## config.mk

```make
export PLATFORM = sky130hd
export DESIGN_NAME = alu_arbiter
export DESIGN_NICKNAME = d
export VERILOG_FILES = /design/src/rtl/alu_arbiter.sv
export SDC_FILE = /design/constraint.sdc
export NUM_CORES = 1
export LEC_CHECK = 0
export ABC_AREA = 0
export CAP_MARGIN = 20
export CORE_UTILIZATION = 54
export CTS_CLUSTER_DIAMETER = 200
export DETAILED_ROUTE_END_ITERATION = 8
export PLACE_DENSITY = 0.85
export SLEW_MARGIN = 20
export SYNTH_ARGS = -nofsm -noshare
export SYNTH_HDL_FRONTEND = slang
export SYNTH_SLANG_ARGS = --single-unit
```

## constraint.sdc

```tcl
create_clock -name clk -period 7.7 [get_ports clk]
set_clock_uncertainty 0.05 [all_clocks]
set_input_delay 1.155 -clock clk [delete_from_list [all_inputs] [get_ports clk]]
set_output_delay 1.155 -clock clk [all_outputs]
set_load 0.1 [all_outputs]
```

## src/rtl/alu_arbiter.sv

```systemverilog
// Two-requester arbiter that shares one ALU and returns a tagged, registered result.
// Ports: two req valid/ready ops, rsp valid/ready result; `ALU_ARB_RR_EN enables round-robin.
module alu_unit #(
    parameter int WIDTH    = 7,
    parameter int OP_WIDTH = 3
) (
    input  logic [OP_WIDTH-1:0] op,
    input  logic [WIDTH-1:0]    a,
    input  logic [WIDTH-1:0]    b,
    output logic [WIDTH:0]      result
);
    always_comb begin
        result = '0;
        case (op)
            OP_WIDTH'(1): result = {1'b0, a} + {1'b0, b};
            OP_WIDTH'(2): result = {1'b0, a} - {1'b0, b};
            OP_WIDTH'(3): result = {1'b0, a & b};
            OP_WIDTH'(4): result = {1'b0, a | b};
            OP_WIDTH'(5): result = {1'b0, a ^ b};
            default:      result = '0;
        endcase
    end
endmodule

module alu_arbiter #(
    parameter int WIDTH    = 7,
    parameter int OP_WIDTH = 3
) (
    input  logic                clk,
    input  logic                rst,
    input  logic                req0_valid,
    input  logic [OP_WIDTH-1:0] req0_op,
    input  logic [WIDTH-1:0]    req0_a,
    input  logic [WIDTH-1:0]    req0_b,
    output logic                req0_ready,
    input  logic                req1_valid,
    input  logic [OP_WIDTH-1:0] req1_op,
    input  logic [WIDTH-1:0]    req1_a,
    input  logic [WIDTH-1:0]    req1_b,
    output logic                req1_ready,
    output logic                rsp_valid,
    output logic                rsp_id,
    output logic [WIDTH:0]      rsp_data,
    input  logic                rsp_ready
);
    typedef enum logic [1:0] {IDLE, EXEC, RESP} state_t;

    state_t              state;
    logic [OP_WIDTH-1:0] op_q;
    logic [WIDTH-1:0]    a_q;
    logic [WIDTH-1:0]    b_q;
    logic                id_q;
    logic [WIDTH:0]      alu_result;
    logic                grant0;
    logic                grant1;

`ifdef ALU_ARB_RR_EN
    logic prio;
    // prio names the requester that wins a tie
    assign grant1 = req1_valid & (~req0_valid | prio);
`else
    assign grant1 = req1_valid & ~req0_valid;
`endif
    assign grant0 = req0_valid & ~grant1;

    assign req0_ready = (state == IDLE) & grant0;
    assign req1_ready = (state == IDLE) & grant1;

    alu_unit #(.WIDTH(WIDTH), .OP_WIDTH(OP_WIDTH)) u_alu (
        .op     (op_q),
        .a      (a_q),
        .b      (b_q),
        .result (alu_result)
    );

    always_ff @(posedge clk or posedge rst) begin
        if (rst) begin
            state     <= IDLE;
            op_q      <= '0;
            a_q       <= '0;
            b_q       <= '0;
            id_q      <= 1'b0;
            rsp_valid <= 1'b0;
            rsp_id    <= 1'b0;
            rsp_data  <= '0;
`ifdef ALU_ARB_RR_EN
            prio      <= 1'b0;
`endif
        end else begin
            case (state)
                IDLE: begin
                    if (grant0 | grant1) begin
                        op_q  <= grant1 ? req1_op : req0_op;
                        a_q   <= grant1 ? req1_a : req0_a;
                        b_q   <= grant1 ? req1_b : req0_b;
                        id_q  <= grant1;
`ifdef ALU_ARB_RR_EN
                        prio  <= ~grant1;
`endif
                        state <= EXEC;
                    end
                end
                EXEC: begin
                    rsp_data  <= alu_result;
                    rsp_id    <= id_q;
                    rsp_valid <= 1'b1;
                    state     <= RESP;
                end
                RESP: begin
                    // no grant here: IDLE is always visited between operations
                    if (rsp_ready) begin
                        rsp_valid <= 1'b0;
                        state     <= IDLE;
                    end
                end
                default: state <= IDLE;
            endcase
        end
    end
endmodule

```

==> results.tsv <==
stage	metric	value	unit
outcome	status	finished, final reports clean	
cells_and_area	Filler cells	276	
timing	setup_tns	0	ns
route	total routed wirelength	4623	um
synthesis	net count of the mapped netlist	296	
cells_and_area	fraction of layout instances using a drive strength above 1	5.694	%
run	Max-Cap Viols	0	
die	initial core utilization	58.16	%
global_routing	total congestion overflow after global routing	0	
clock_network	deepest level of the CTS H-tree	2	
worst_setup_path	crit path max fanout	18	
worst_setup_path	Worst Reg-to-Reg Cells	9	
global_routing	vias in the first global route	1811	
hold_path	cell depth of the worst hold path	2	
die	number of I/O pins	51	
worst_setup_path	CP Capture Type	output port	
global_routing	pin count of the biggest net entering global routing	36	
timing	min cycle time layout	5.146	ns
timing	transition time of the tightest slew-check pin	1.044	ns
cells_and_area	Post-Layout Cell Count	329	
synthesis	Synth Area per Inst	9.373	um2
clock_network	CTS Root Cell	sky130_fd_sc_hd__clkbuf_8	
clock_network	clock slew at the register clock pins of the worst setup and hold paths	0.06	ns
synthesis	synthesized instance count	234	
clock_network	source-to-sink clock delay at the later pin of the worst-skew pair	0.28	ns
die	Die H	65.73	um
placed_design	half-perimeter wire length after placement	3567	um
worst_setup_path	data required time at the worst endpoint	6.49	ns
timing	Fin. Hold Viols	0	
cells_and_area	number of antenna repair diodes	0	
die	horizontal die dimension	65.73	um
worst_setup_path	worst setup path class	input pin to output port	
route	Avg Vias per Cell	5.468	
cells_and_area	Layout Area Growth over Synthesis	29.32	%
synthesis	Synth area leader	sky130_fd_sc_hd__dfrtp_1	
global_routing	combined global-route utilization of all metal layers	25.18	%
synthesis	combined area of all synthesized cells	2193	um2
die	area of the die	4320	um2
timing	normalized max-slew margin	30.10	%
synthesis	sequential area share after synthesis	34.23	%
route	detailed-route DRC error count	0	
cells_and_area	final net count	342	
synthesis	biggest area contributors in the synthesized netlist	sky130_fd_sc_hd__dfrtp_1, sky130_fd_sc_hd__ha_1, sky130_fd_sc_hd__mux2i_1	
clock_network	TritonCTS clock tree	yes	
worst_setup_path	startpoint of the worst register-to-register path	op_q[1]	
clock_network	number of buffers inserted for hold repair after clock tree synthesis	0	
route	count of TritonRoute iterations in the first routing pass	4	
worst_setup_path	critical path data arrival time	3.94	ns
timing	worst hold margin	0.4248	ns
worst_setup_path	startpoint type of the worst setup path	input pin	
hold_path	Hold Crit Class	flop to flop	
clock_network	number of buffers on the longest clock path	2	
clock_network	total clock buffers created by CTS	5	
route	DRC violation total after the first TritonRoute iteration	78	
hold_path	Hold Path Sink	rsp_data[0]	
clock_network	number of gates given a new drive strength after cts	0	
synthesis	top-area cell type share of the netlist area	34.23	%
placed_design	number of instances in the placed design	321	
route	via count of the routed design	1799	
placed_design	number of I/O port buffers	50	
global_routing	wire length of the first global-routing pass	8176	um
worst_setup_path	flop2flop setup slack	4.81	ns
die	count of standard-cell rows	22	
die	area of the core	3771	um2
timing	Slew Limit Fails	0	
synthesis	number of warning messages in the yosys log	0	
timing	final number of setup-violating endpoints	0	
timing	setup repair after global routing missed its margin	false	
synthesis	synth unique cells	42	
timing	Fmax achieved	194.3	MHz
route	post-detailed-route wirelength per cell	14.05	um
clock_network	clock net sink count	30	
route	antenna-violating nets left	0	
synthesis	synthesis-stage register bit count	30	
global_routing	initial antenna violation count	0	
hold_path	hold_sp	rsp_data[0]	
timing	Final Cycle Share	66.82	%
worst_setup_path	capture point of the worst reg-to-reg path	rsp_data[5]	
placed_design	weighted congestion at the end of routability-driven global placement	0.9076	
clock_network	number of buffers inserted to repair setup after CTS	0	
layout by cell type (no fill, tap or decap), types with 3 or more instances in the layout:
cell type                         instances
sky130_fd_sc_hd__a22o_1                   3
sky130_fd_sc_hd__clkbuf_8                 5
sky130_fd_sc_hd__dfrtp_1                 30
sky130_fd_sc_hd__o31ai_1                  5
sky130_fd_sc_hd__xnor2_1                  7
sky130_fd_sc_hd__o21ai_0                 21
sky130_fd_sc_hd__nand2b_1                 4
sky130_fd_sc_hd__o22ai_1                  5
sky130_fd_sc_hd__nand2_1                 24
sky130_fd_sc_hd__mux2i_1                 18
sky130_fd_sc_hd__nor2_1                   5
sky130_fd_sc_hd__xor2_1                   5
sky130_fd_sc_hd__a22oi_1                  6
sky130_fd_sc_hd__a21oi_1                  9
sky130_fd_sc_hd__ha_1                    22
sky130_fd_sc_hd__nor2b_1                  3
sky130_fd_sc_hd__clkdlybuf4s50_1         50
sky130_fd_sc_hd__inv_1                   25
metrics by stage:
stage	setup WS, ns	area (um2)	utilization [%]
detailed placement	2.566	2720	72.13
global placement	2.606	2693	71.40
floorplan	4.223	2193	-
finish	2.555	2836	75.22
global route	2.423	2836	75.22
CTS	2.566	2829	75.02
cell type report:
cell class / count / area (um2) / share of cell area [%]
Clock buffer: 5 / 68.82 / 2.426
Clock inverter: 3 / 40.04 / 1.412
Inverter: 25 / 93.84 / 3.308
Multi-Input combinational cell: 167 / 1295 / 45.65
Sequential cell: 30 / 750.7 / 26.47
Tap cell: 48 / 60.06 / 2.117
Timing Repair Buffer: 51 / 528.0 / 18.61
worst max-delay path by stage:
stage               startpoint    endpoint  slack (ns)  cells after the start
finish              req1_valid  req1_ready        2.55                      4
global route        req1_valid  req1_ready        2.42                      4
CTS                 req1_valid  req1_ready        2.57                      4
detailed placement  req1_valid  req1_ready        2.57                      4
global placement    req1_valid  req1_ready        2.61                      4
floorplan           req1_valid  req1_ready        4.22                      3
critical path: stages:
cell                              delay [ns]
sky130_fd_sc_hd__clkdlybuf4s50_1        0.52
sky130_fd_sc_hd__nor2b_2                0.86
sky130_fd_sc_hd__and2_1                 0.26
sky130_fd_sc_hd__clkdlybuf4s50_1        1.13
sequential cells by signal (all words and copies together) (netlist names):
name	flops
rsp_data	8
b_q	7
state	2
id_q	1
rsp_valid	1
rsp_id	1
a_q	7
op_q	3
logic make-up (layout without fill, tap and decap cells):
kind of cell,count (synthesis),count (layout),synth area share (%)
buffers and inverters,37,84,7.359
and+or+nand+nor,41,41,9.127
muxes,19,19,8.728
AOI/OAI and AO/OA,72,72,22.31
adders and majority gates,23,23,13.46
xor gates and xnor gates,12,12,4.792
DFF,30,30,34.23
cells in the mapped netlist, drive strengths merged:
library cell	count
a21o	2
buf	6
nand2	24
o21a	1
o31ai	5
mux2	1
xnor2	7
inv	25
nand2b	4
nor4	1
a211oi	2
nor2	5
o21ai	24
a2111o	1
a41oi	1
ha	22
a22oi	6
clkbuf	6
and2	2
a22o	3
fa	1
a21oi	9
a221o	2
o31a	2
o211ai	1
a221oi	2
o221ai	1
a32o	1
nor2b	5
xor2	5
a31oi	2
mux2i	18
o211a	1
dfrtp	30
o21bai	1
o22ai	5
per-layer routing:
layer	vias to the layer above	part of all wire [%]	global-route usage, %
li1	913	-	-
met1	823	45	30.80
met2	54	49	41.84
met3	9	4.3	5.208
met4	0	2.1	11.96
met5	-	0	0
Power is left out: the tool's default activity adds up to more than one toggle a clock period on the data nets, which glitch-free logic cannot reach.
